==> src/rtl/ctrl_fsm_pkg.sv <==
`default_nettype none
// ============================================================================
// Module   : ctrl_fsm_pkg
// Purpose  : Shared definitions for the multi-cycle execute controller:
//            state encoding, instruction classes, opcode / ALU_1 sub-op
//            constants and datapath mux select codes.
// Ports    : none (package)
// Revision : 1.0 - initial release
// ============================================================================
package ctrl_fsm_pkg;

  // Controller states (3-bit encoding)
  typedef enum logic [2:0] {
    ST_IDLE   = 3'd0,
    ST_FETCH  = 3'd1,
    ST_DECODE = 3'd2,
    ST_EXEC   = 3'd3,
    ST_MEM    = 3'd4,
    ST_WB     = 3'd5,
    ST_PCUP   = 3'd6
  } state_e;

  // Instruction class selects the path taken after EXEC
  typedef enum logic [1:0] {
    CLS_ALU   = 2'd0,
    CLS_LOAD  = 2'd1,
    CLS_STORE = 2'd2
  } instr_class_e;

  // Primary opcodes (instruction[30:25])
  localparam logic [5:0] OP_ALU_1 = 6'b100000;
  localparam logic [5:0] OP_ADDI  = 6'b101000;
  localparam logic [5:0] OP_ORI   = 6'b101100;
  localparam logic [5:0] OP_MOVI  = 6'b100010;
  localparam logic [5:0] OP_LWI   = 6'b000010;
  localparam logic [5:0] OP_SWI   = 6'b001010;

  // ALU_1 sub-ops (instruction[4:0]) that need a non-default operand path
  localparam logic [4:0] SUB_SLLI     = 5'b01000;
  localparam logic [4:0] SUB_ROTRI    = 5'b01011;
  localparam logic [4:0] SUB_ADD_SLLI = 5'b11100;

  // ALU operand-2 mux
  localparam logic [2:0] SRC2_RB       = 3'b000;
  localparam logic [2:0] SRC2_IMM      = 3'b001;
  localparam logic [2:0] SRC2_IMM15_SH = 3'b010;
  localparam logic [2:0] SRC2_RB_SV    = 3'b011;
  localparam logic [2:0] SRC2_RT       = 3'b100;

  // Immediate extension mux
  localparam logic [1:0] IMM_5BIT_ZE  = 2'b00;
  localparam logic [1:0] IMM_15BIT_SE = 2'b01;
  localparam logic [1:0] IMM_15BIT_ZE = 2'b10;
  localparam logic [1:0] IMM_20BIT_SE = 2'b11;

  // Write-back data mux
  localparam logic [1:0] WR_ALU_OUT = 2'b00;
  localparam logic [1:0] WR_SRC2    = 2'b01;
  localparam logic [1:0] WR_MEM     = 2'b10;

  function automatic logic [5:0] opcode_of(input logic [31:0] instr);
    return instr[30:25];
  endfunction

endpackage
`default_nettype wire

==> src/rtl/ctrl_fsm_decoder.sv <==
`default_nettype none
// ============================================================================
// Module   : ctrl_fsm_decoder
// Purpose  : Combinational opcode / sub-op decode into datapath selects,
//            instruction class and a legal flag.
// Ports    : opcode            in  6  primary opcode
//            sub_op            in  5  ALU_1 sub-operation
//            select_alu_src2   out 3  operand-2 mux select
//            select_imm_extend out 2  immediate extension select
//            select_write_reg  out 2  write-back mux select
//            instr_class       out 2  ALU / LOAD / STORE
//            legal             out 1  opcode supported
// Revision : 1.0 - initial release
// ============================================================================
module ctrl_fsm_decoder
  import ctrl_fsm_pkg::*;
(
  input  logic [5:0]   opcode,
  input  logic [4:0]   sub_op,
  output logic [2:0]   select_alu_src2,
  output logic [1:0]   select_imm_extend,
  output logic [1:0]   select_write_reg,
  output instr_class_e instr_class,
  output logic         legal
);

  always_comb begin
    select_alu_src2   = SRC2_RB;
    select_imm_extend = IMM_5BIT_ZE;
    select_write_reg  = WR_ALU_OUT;
    instr_class       = CLS_ALU;
    legal             = 1'b1;
    case (opcode)
      OP_ALU_1: begin
        if (sub_op == SUB_SLLI || sub_op == SUB_ROTRI) begin
          select_alu_src2   = SRC2_IMM;
          select_imm_extend = IMM_5BIT_ZE;
        end else if (sub_op == SUB_ADD_SLLI) begin
          select_alu_src2 = SRC2_RB_SV;
        end
      end
      OP_ADDI: begin
        select_alu_src2   = SRC2_IMM;
        select_imm_extend = IMM_15BIT_SE;
      end
      OP_ORI: begin
        select_alu_src2   = SRC2_IMM;
        select_imm_extend = IMM_15BIT_ZE;
      end
      OP_MOVI: begin
        select_alu_src2   = SRC2_IMM;
        select_imm_extend = IMM_20BIT_SE;
        select_write_reg  = WR_SRC2;
      end
      OP_LWI: begin
        select_alu_src2   = SRC2_IMM15_SH;
        select_imm_extend = IMM_15BIT_SE;
        select_write_reg  = WR_MEM;
        instr_class       = CLS_LOAD;
      end
      OP_SWI: begin
        // Address comes from imm15<<2; store data is routed from rt by the datapath
        select_alu_src2   = SRC2_IMM15_SH;
        select_imm_extend = IMM_15BIT_SE;
        instr_class       = CLS_STORE;
      end
      default: legal = 1'b0;
    endcase
  end

endmodule
`default_nettype wire

==> src/rtl/ctrl_fsm.sv <==
`default_nettype none
// ============================================================================
// Module   : ctrl_fsm
// Purpose  : Multi-cycle controller sequencing FETCH/DECODE/EXEC/MEM/WB/PCUP
//            with req/ack handshakes to instruction and data memory.
// Ports    : clock, reset (async, active-high)
//            instruction in 32, im_ack / dm_ack in 1
//            im_req, dm_req, dm_write, ir_enable, reg_write, pc_enable,
//            illegal out 1; select_alu_src2 out 3; select_imm_extend,
//            select_write_reg out 2
// Revision : 1.0 - initial release
// ============================================================================
module ctrl_fsm
  import ctrl_fsm_pkg::*;
#(
  parameter int DATA_SIZE = 32
) (
  input  logic                 clock,
  input  logic                 reset,
  input  logic [DATA_SIZE-1:0] instruction,
  input  logic                 im_ack,
  input  logic                 dm_ack,
  output logic                 im_req,
  output logic                 dm_req,
  output logic                 dm_write,
  output logic                 ir_enable,
  output logic                 reg_write,
  output logic                 pc_enable,
  output logic                 illegal,
  output logic [2:0]           select_alu_src2,
  output logic [1:0]           select_imm_extend,
  output logic [1:0]           select_write_reg
);

  state_e       state_q, state_d;
  instr_class_e cls_q, cls_d;
  logic [2:0]   src2_q, src2_d;
  logic [1:0]   imm_q, imm_d;
  logic [1:0]   wr_q, wr_d;
  logic         illegal_q, illegal_d;
  logic         im_req_q, im_req_d;
  logic         dm_req_q, dm_req_d;
  logic         dm_write_q, dm_write_d;
  logic         reg_write_q, reg_write_d;
  logic         pc_enable_q, pc_enable_d;

  logic [2:0]   dec_src2;
  logic [1:0]   dec_imm;
  logic [1:0]   dec_wr;
  instr_class_e dec_class;
  logic         dec_legal;

  // Only opcode and sub-op fields steer control; remaining bits feed the datapath
  logic unused_instr_bits;
  assign unused_instr_bits = ^instruction;

  ctrl_fsm_decoder u_decoder (
    .opcode            (opcode_of(instruction[31:0])),
    .sub_op            (instruction[4:0]),
    .select_alu_src2   (dec_src2),
    .select_imm_extend (dec_imm),
    .select_write_reg  (dec_wr),
    .instr_class       (dec_class),
    .legal             (dec_legal)
  );

  always_comb begin
    state_d   = state_q;
    cls_d     = cls_q;
    src2_d    = src2_q;
    imm_d     = imm_q;
    wr_d      = wr_q;
    illegal_d = illegal_q;
    case (state_q)
      ST_IDLE:  state_d = ST_FETCH;
      ST_FETCH: if (im_ack) state_d = ST_DECODE;
      ST_DECODE: begin
        // Selects are captured here so they stay stable until the next DECODE
        cls_d  = dec_class;
        src2_d = dec_src2;
        imm_d  = dec_imm;
        wr_d   = dec_wr;
        if (dec_legal) begin
          state_d = ST_EXEC;
        end else begin
          illegal_d = 1'b1;
          state_d   = ST_PCUP;
        end
      end
      ST_EXEC:  state_d = (cls_q == CLS_ALU) ? ST_WB : ST_MEM;
      ST_MEM:   if (dm_ack) state_d = (cls_q == CLS_LOAD) ? ST_WB : ST_PCUP;
      ST_WB:    state_d = ST_PCUP;
      ST_PCUP:  state_d = ST_FETCH;
      default:  state_d = ST_IDLE;
    endcase
    // Outputs are registered copies of what the next state requires
    im_req_d    = (state_d == ST_FETCH);
    dm_req_d    = (state_d == ST_MEM);
    dm_write_d  = (state_d == ST_MEM) && (cls_d == CLS_STORE);
    reg_write_d = (state_d == ST_WB);
    pc_enable_d = (state_d == ST_PCUP);
  end

  always_ff @(posedge clock or posedge reset) begin
    if (reset) begin
      state_q     <= ST_IDLE;
      cls_q       <= CLS_ALU;
      src2_q      <= 3'b000;
      imm_q       <= 2'b00;
      wr_q        <= 2'b00;
      illegal_q   <= 1'b0;
      im_req_q    <= 1'b0;
      dm_req_q    <= 1'b0;
      dm_write_q  <= 1'b0;
      reg_write_q <= 1'b0;
      pc_enable_q <= 1'b0;
    end else begin
      state_q     <= state_d;
      cls_q       <= cls_d;
      src2_q      <= src2_d;
      imm_q       <= imm_d;
      wr_q        <= wr_d;
      illegal_q   <= illegal_d;
      im_req_q    <= im_req_d;
      dm_req_q    <= dm_req_d;
      dm_write_q  <= dm_write_d;
      reg_write_q <= reg_write_d;
      pc_enable_q <= pc_enable_d;
    end
  end

  // IR load coincides with the acknowledged fetch cycle
  assign ir_enable         = (state_q == ST_FETCH) && im_ack;
  assign im_req            = im_req_q;
  assign dm_req            = dm_req_q;
  assign dm_write          = dm_write_q;
  assign reg_write         = reg_write_q;
  assign pc_enable         = pc_enable_q;
  assign illegal           = illegal_q;
  assign select_alu_src2   = src2_q;
  assign select_imm_extend = imm_q;
  assign select_write_reg  = wr_q;

endmodule
`default_nettype wire

==> config.mk <==
export PLATFORM = sky130hd
export DESIGN_NAME = ctrl_fsm
export DESIGN_NICKNAME = d
export VERILOG_FILES = /design/src/rtl/ctrl_fsm_pkg.sv /design/src/rtl/ctrl_fsm_decoder.sv /design/src/rtl/ctrl_fsm.sv
export SDC_FILE = /design/constraint.sdc
export NUM_CORES = 1
export LEC_CHECK = 0
export ABC_AREA = 1
export CAP_MARGIN = 20
export CORE_MARGIN = 2
export CORE_UTILIZATION = 40
export CTS_BUF_LIST = sky130_fd_sc_hd__clkbuf_8
export DETAILED_ROUTE_END_ITERATION = 16
export GPL_TIMING_DRIVEN = 0
export PLACE_DENSITY = 0.8
export REMOVE_ABC_BUFFERS = 1
export SLEW_MARGIN = 10
export SYNTH_ARGS = -nofsm -noshare
export SYNTH_HDL_FRONTEND = slang
export SYNTH_SLANG_ARGS = --single-unit
==> constraint.sdc <==
create_clock -name clock -period 1.8 [get_ports clock]
set_clock_uncertainty 0.05 [all_clocks]
set_input_delay 0.18 -clock clock [delete_from_list [all_inputs] [get_ports clock]]
set_output_delay 0.18 -clock clock [all_outputs]
set_load 0.1 [all_outputs]
; ---- Yosys cells after proc, flatten, opt, wreduce, memory -nomap -nowiden
; Index checks and enable logic that the tools add are counted.
[op_classes]
n_eq_ne = 21
n_mux = 14
bitwise_logic = 1
reduce_logical = 11
[ops]
columns = operator, n
row1 = $eq A6 B6 Y1 const B, 4
row2 = $eq A3 B3 Y1 const B, 6
row3 = $pmux W3 S6, 1
row4 = $mux W3, 4
row5 = $eq A5 B4 Y1 const B, 2
row6 = $pmux W3 S3, 1
row7 = $pmux W2 S2, 2
row8 = $eq A3 B1 Y1 const B, 2
row9 = $eq A3 B2 Y1 const B, 2
row10 = $eq A6 B2 Y1 const B, 1
row11 = $eq A6 B4 Y1 const B, 1
row12 = $mux W2, 3
row13 = $pmux W2 S3, 1
row14 = $reduce_or A3 Y1, 2
row15 = $reduce_or A6 Y1, 1
row16 = $eq A5 B5 Y1 const B, 1
row17 = $reduce_or A2 Y1, 2
row18 = $logic_not A3 Y1, 1
row19 = $eq A2 B1 Y1 const B, 1
row20 = $eq A2 B2 Y1 const B, 1
row21 = $logic_and A1 B1 Y1, 2
row22 = $logic_not A2 Y1, 1
row23 = $mux W1, 2
row24 = $reduce_and A2 Y1, 1
row25 = 2 further kinds, 2
[word_totals]
ff_bits = 18
inputBits = 36
out_inout_bits = 14

; ---- Longest topological paths before layout
[logic_depth]
word_depth = 7
mapped_depth = 9

; ---- Cells and area by module
; A second synthesis with hierarchy kept.
[hier_totals]
hier_cells = 144
hier_area_um2 = 1028.5
[by_module_without_submodules]
columns = module, n_inst, cells_each, area_per_inst_um2, seq_area_each_um2
row1 = ctrl_fsm, 1, 94, 787.0, 450.4
row2 = ctrl_fsm_decoder, 1, 50, 241.5, 0.0

; ---- Worst setup path after synthesis
; Ideal clock, no wire load.
[synth_path]
kind = flip-flop to flip-flop
start = register state_q[0]
end = register dm_req_q (netlist: dm_req)
arrival_time_ns = 1.648
required_ns = 1.627
slack_ns = -0.021
stages_incl_launch_ff = 8
path_buffers = 0
synth_period_minus_slack_ns = 1.821
path_cell_list = dfrtp_1 inv_1 nor3_1 nand2_1 inv_1 nor2_2 nand3_1 nor2_1
[synth_via]
elab_chain_cells = 4
[synth_rtl]
columns = element, line_no
row1 = from (decl), ctrl_fsm.sv:35  ; state_e state_q, state_d;
row2 = from (signal assigned), ctrl_fsm.sv:118  ; state_q <= state_d;
row3 = $eq A3 B3 Y1 / $logic_not A3 Y1 (equally long branches), ctrl_fsm.sv:74  ; case (state_q)
row4 = $reduce_or A2 Y1 (no source line), --
row5 = $pmux W3 S6 (*), ctrl_fsm.sv:74
row6 = $eq A3 B3 Y1 (*), ctrl_fsm.sv:98  ; dm_req_d = (state_d == ST_MEM);
row7 = net dm_req_d, ctrl_fsm.sv:42  ; logic dm_req_q, dm_req_d;
row8 = to (signal assigned), ctrl_fsm.sv:125  ; dm_req_q <= dm_req_d;
row9 = to (decl), ctrl_fsm.sv:42
; Mark *: on every way through the listed nets, which the timed path passes. The rest lies on a longest branch.
; A chain may end at the register's enable or synchronous reset.

; ---- Worst setup path in the final report
[layout_path]
start = register imm_q[0] (netlist: select_imm_extend[0])
end = output port select_imm_extend[0]
[layout_rtl]
columns = element, line_no
row1 = from (decl), ctrl_fsm.sv:38  ; logic [1:0] imm_q, imm_d;
row2 = from (signal assigned), ctrl_fsm.sv:121  ; imm_q <= imm_d;
row3 = to (decl), ctrl_fsm.sv:31  ; output logic [1:0] select_imm_extend,
; No word-level cell between the ends.

==> flow_summary_export.csv <==
group,metric,value,unit
run_status,run_status,"complete, no violations",
layout,final_common_cell,"sky130_fd_sc_hd__nand2_1",
worst_setup_path,cp_cell_sequence,"dlygate4sd2_1",
placement,dp_hpwl,1658,µm
worst_setup_path,reg2regPathDepth,9,
clock_tree,cts_tree,"done",
clock_tree,cts_root_buffer,"sky130_fd_sc_hd__clkbuf_8",
worst_setup_path,critical-path-max-stage-delay,0.86,ns
floorplanning,ios,50,
global_route,grt_remaining_overflow,0,
sta,timing.final.crit_period,1.681,ns
placement,placer_s_final_routability_congestion_estimate,0.8819,
global_route,largest_net_degree_at_the_start_of_global_routing,18,
placement,dp_slack,-0.4967,ns
layout,nets,190,
detailed_routing,drt.antenna.violating_nets,0,
detailed_routing,routed_via_density,4.956,
worst_setup_path,worst-setup-path-type,"reg -> out",
layout,layout.cells.most_common_list,"sky130_fd_sc_hd__nand2_1 (24), sky130_fd_sc_hd__nor2_1 (16), sky130_fd_sc_hd__dfrtp_1 (16)",
pwr,ir_drop,0.001042,V
synthesis,synth.area.top_cells,"sky130_fd_sc_hd__dfrtp_1 (45%), sky130_fd_sc_hd__nand2_1 (9.5%), sky130_fd_sc_hd__nor2_1 (6.4%), sky130_fd_sc_hd__inv_1 (5.6%), sky130_fd_sc_hd__nand3_1 (4.2%)",
sta,max_clock_freq,0.5949,GHz
sta,rsz0062_at_grt,"no",
floorplanning,die_w,52.57,µm
worst_setup_path,timing.critical_path.max_delay_family,"buffers and inverters",
run,drv.max_cap_violation_count,0,
sta,least_margin_pin_slew,0.9604,ns
worst_setup_path,timing.critical_path.slowest_stage_cell,"sky130_fd_sc_hd__dlygate4sd2_1",
worst_setup_path,timing.critical_path.depth,1,
synthesis,synthCells,119,
global_route,grt_first_pass_wirelength,3532,µm
sta,setup_ws,0.1190,ns
clock_tree,number_of_clock_sinks_seen_by_cts,17,
synthesis,dominantRegCellSynth,"sky130_fd_sc_hd__dfrtp_1",
layout,registers.top_by_ff_count,"state_q",
placement,placed_cell_area,0.001234,mm²
placement,buffer_ports.inserted,27,
layout,final_area,0.001316,mm²
floorplanning,initial_core_util,0.4265,
synthesis,synthArstFlopShare,1.000,
floorplanning,site_row_count,17,
worst_setup_path,worst-endpoint-arrival,1.45,ns
detailed_routing,wire_per_inst,11.75,µm
sta,fin_hold_ws,0.2652,ns
detailed_routing,drt-initial-drc-count,29,
pwr,p_leak,0.6864,nW
clock_tree,insertion_delay,0.24,ns
synthesis,netlist.area_leader.share,0.4509,
detailed_routing,vias,897,
layout,largest_register_ff_count,3,
layout,drive_gt1_frac,0.2026,
clock_tree,holdBufCountCts,0,
synthesis,postSynthAreaPerCell,7.928,µm²
global_route,number_of_global_route_vias_before_repair,899,
worst_setup_path,critPathLaunchType,"register",
pwr,fin_total_pwr,2.306,mW
clock_tree,clk_transition_reported_paths,0.06,ns
clock_tree,h-tree-depth,1,
sta,setup-tns-final,0,ns
floorplanning,core_area,0.002212,mm²
synthesis,post_synthesis_cell_area,943.4,µm²
sta,relative_slew_margins,0.3623,
worst_setup_path,worst_setup_path_end_kind,"output pin",
min_path,worstHoldPathType,"in -> async",
synthesis,synth.yosys.seq_area_share,0.4509,
layout,antenna_cells,0,
worst_setup_path,critical_path_buffer_and_inverter_count,1,
detailed_routing,drc_errors,0,
synthesis,synth_enable_flop_cells,0,
detailed_routing,drt-total-wl,2126,µm
floorplanning,area_of_the_die,0.002763,mm²
pwr,power_density,1752,mW/mm²
worst_setup_path,required_worst_endpoint,1.57,ns
clock_tree,tritoncts.num_buffers,3,
detailed_routing,drt-pass1-iter-count,4,
global_route,initial_antenna_violation_count,0,
clock_tree,cts.path.max_buffers,2,
sta,final_max_slew_viol_count,0,
layout,postLayoutCoreUtil,0.5950,
floorplanning,die_extent_in_y,52.57,µm
layout,areaGrowthSynthToFinish,39.52,%
synthesis,distinct_cells_synth,26,
placement,cell_total_after_placement,172,
worst_setup_path,worstPathMaxFanout,2,
synthesis,synth-warning-count,0,
global_route,grtUsageTotal,0.1692,
sta,report.final.setup_viol,0,
synthesis,synth_area_leader_cell,"sky130_fd_sc_hd__dfrtp_1",
synthesis,synth.ff_latch_count,17,
layout,instances_no_fill,181,
sta,finalHoldViolations,0,
sta,min_period_over_period,0.9339,
## cell usage after synthesis (2+ instances only)
cell type and count:
sky130_fd_sc_hd__dfrtp_1 17, sky130_fd_sc_hd__o21ai_1 2, sky130_fd_sc_hd__nor2_2 5, sky130_fd_sc_hd__nor2_1 16
sky130_fd_sc_hd__buf_4 2, sky130_fd_sc_hd__nand3_2 2, sky130_fd_sc_hd__inv_1 14, sky130_fd_sc_hd__o21ai_0 2
sky130_fd_sc_hd__nand2_1 24, sky130_fd_sc_hd__nand4_1 3, sky130_fd_sc_hd__inv_2 7, sky130_fd_sc_hd__nand3_1 8
sky130_fd_sc_hd__o211ai_1 2, sky130_fd_sc_hd__a21oi_1 3
## worst paths after layout
path,start,endpoint,slack (ns)
min in group clock,illegal,illegal,0.43
max,select_imm_extend[0],select_imm_extend[0],0.12
min reg2reg,illegal,illegal,0.43
max in group asynchronous,reset,state_q[0],1.00
min,reset,select_write_reg[0],0.27
max reg2reg,state_q[2],dm_req,0.33
## final cells by class
type | count | area [µm²]
fillers | 206 | 895.9
inverters | 21 | 78.83
flip-flops and latches | 17 | 426.7
clock buffers | 3 | 41.29
clock inverters | 1 | 3.754
repair buffers | 32 | 306.5
multi-input cells | 79 | 424.2
well taps | 28 | 35.03
## per-layer routing
layer / track usage / up-vias / part of all wire
li1: - / 446 / -
met1: 0.2004 / 406 / 0.40
met2: 0.3063 / 37 / 0.50
met3: 0.01714 / 8 / 0.062
met4: 0.07265 / 0 / 0.033
met5: 0 / - / 0
## kinds of logic after synthesis
kind of cell,Yosys count,share of synthesized area
compound gates,14,0.1088
xor+xnor,1,0.009286
buf+inv,23,0.09947
flops,17,0.4509
other cells,1,0.003975
simple gates,63,0.3276
## what timing repair did
item	4_1_cts	5_1_grt
setup buffers	0	5
endpoints found under the setup margin	13	3
gates cloned	0	0
pin swaps	0	1
resized for setup	18	2
## power by group
part / internal, mW / switching [mW]
clock network: 0.151 / 0.113
registers: 0.512 / 0.0923
logic: 0.361 / 1.08
total: 1.02 / 1.28
(Power assumes the default switching activity.)
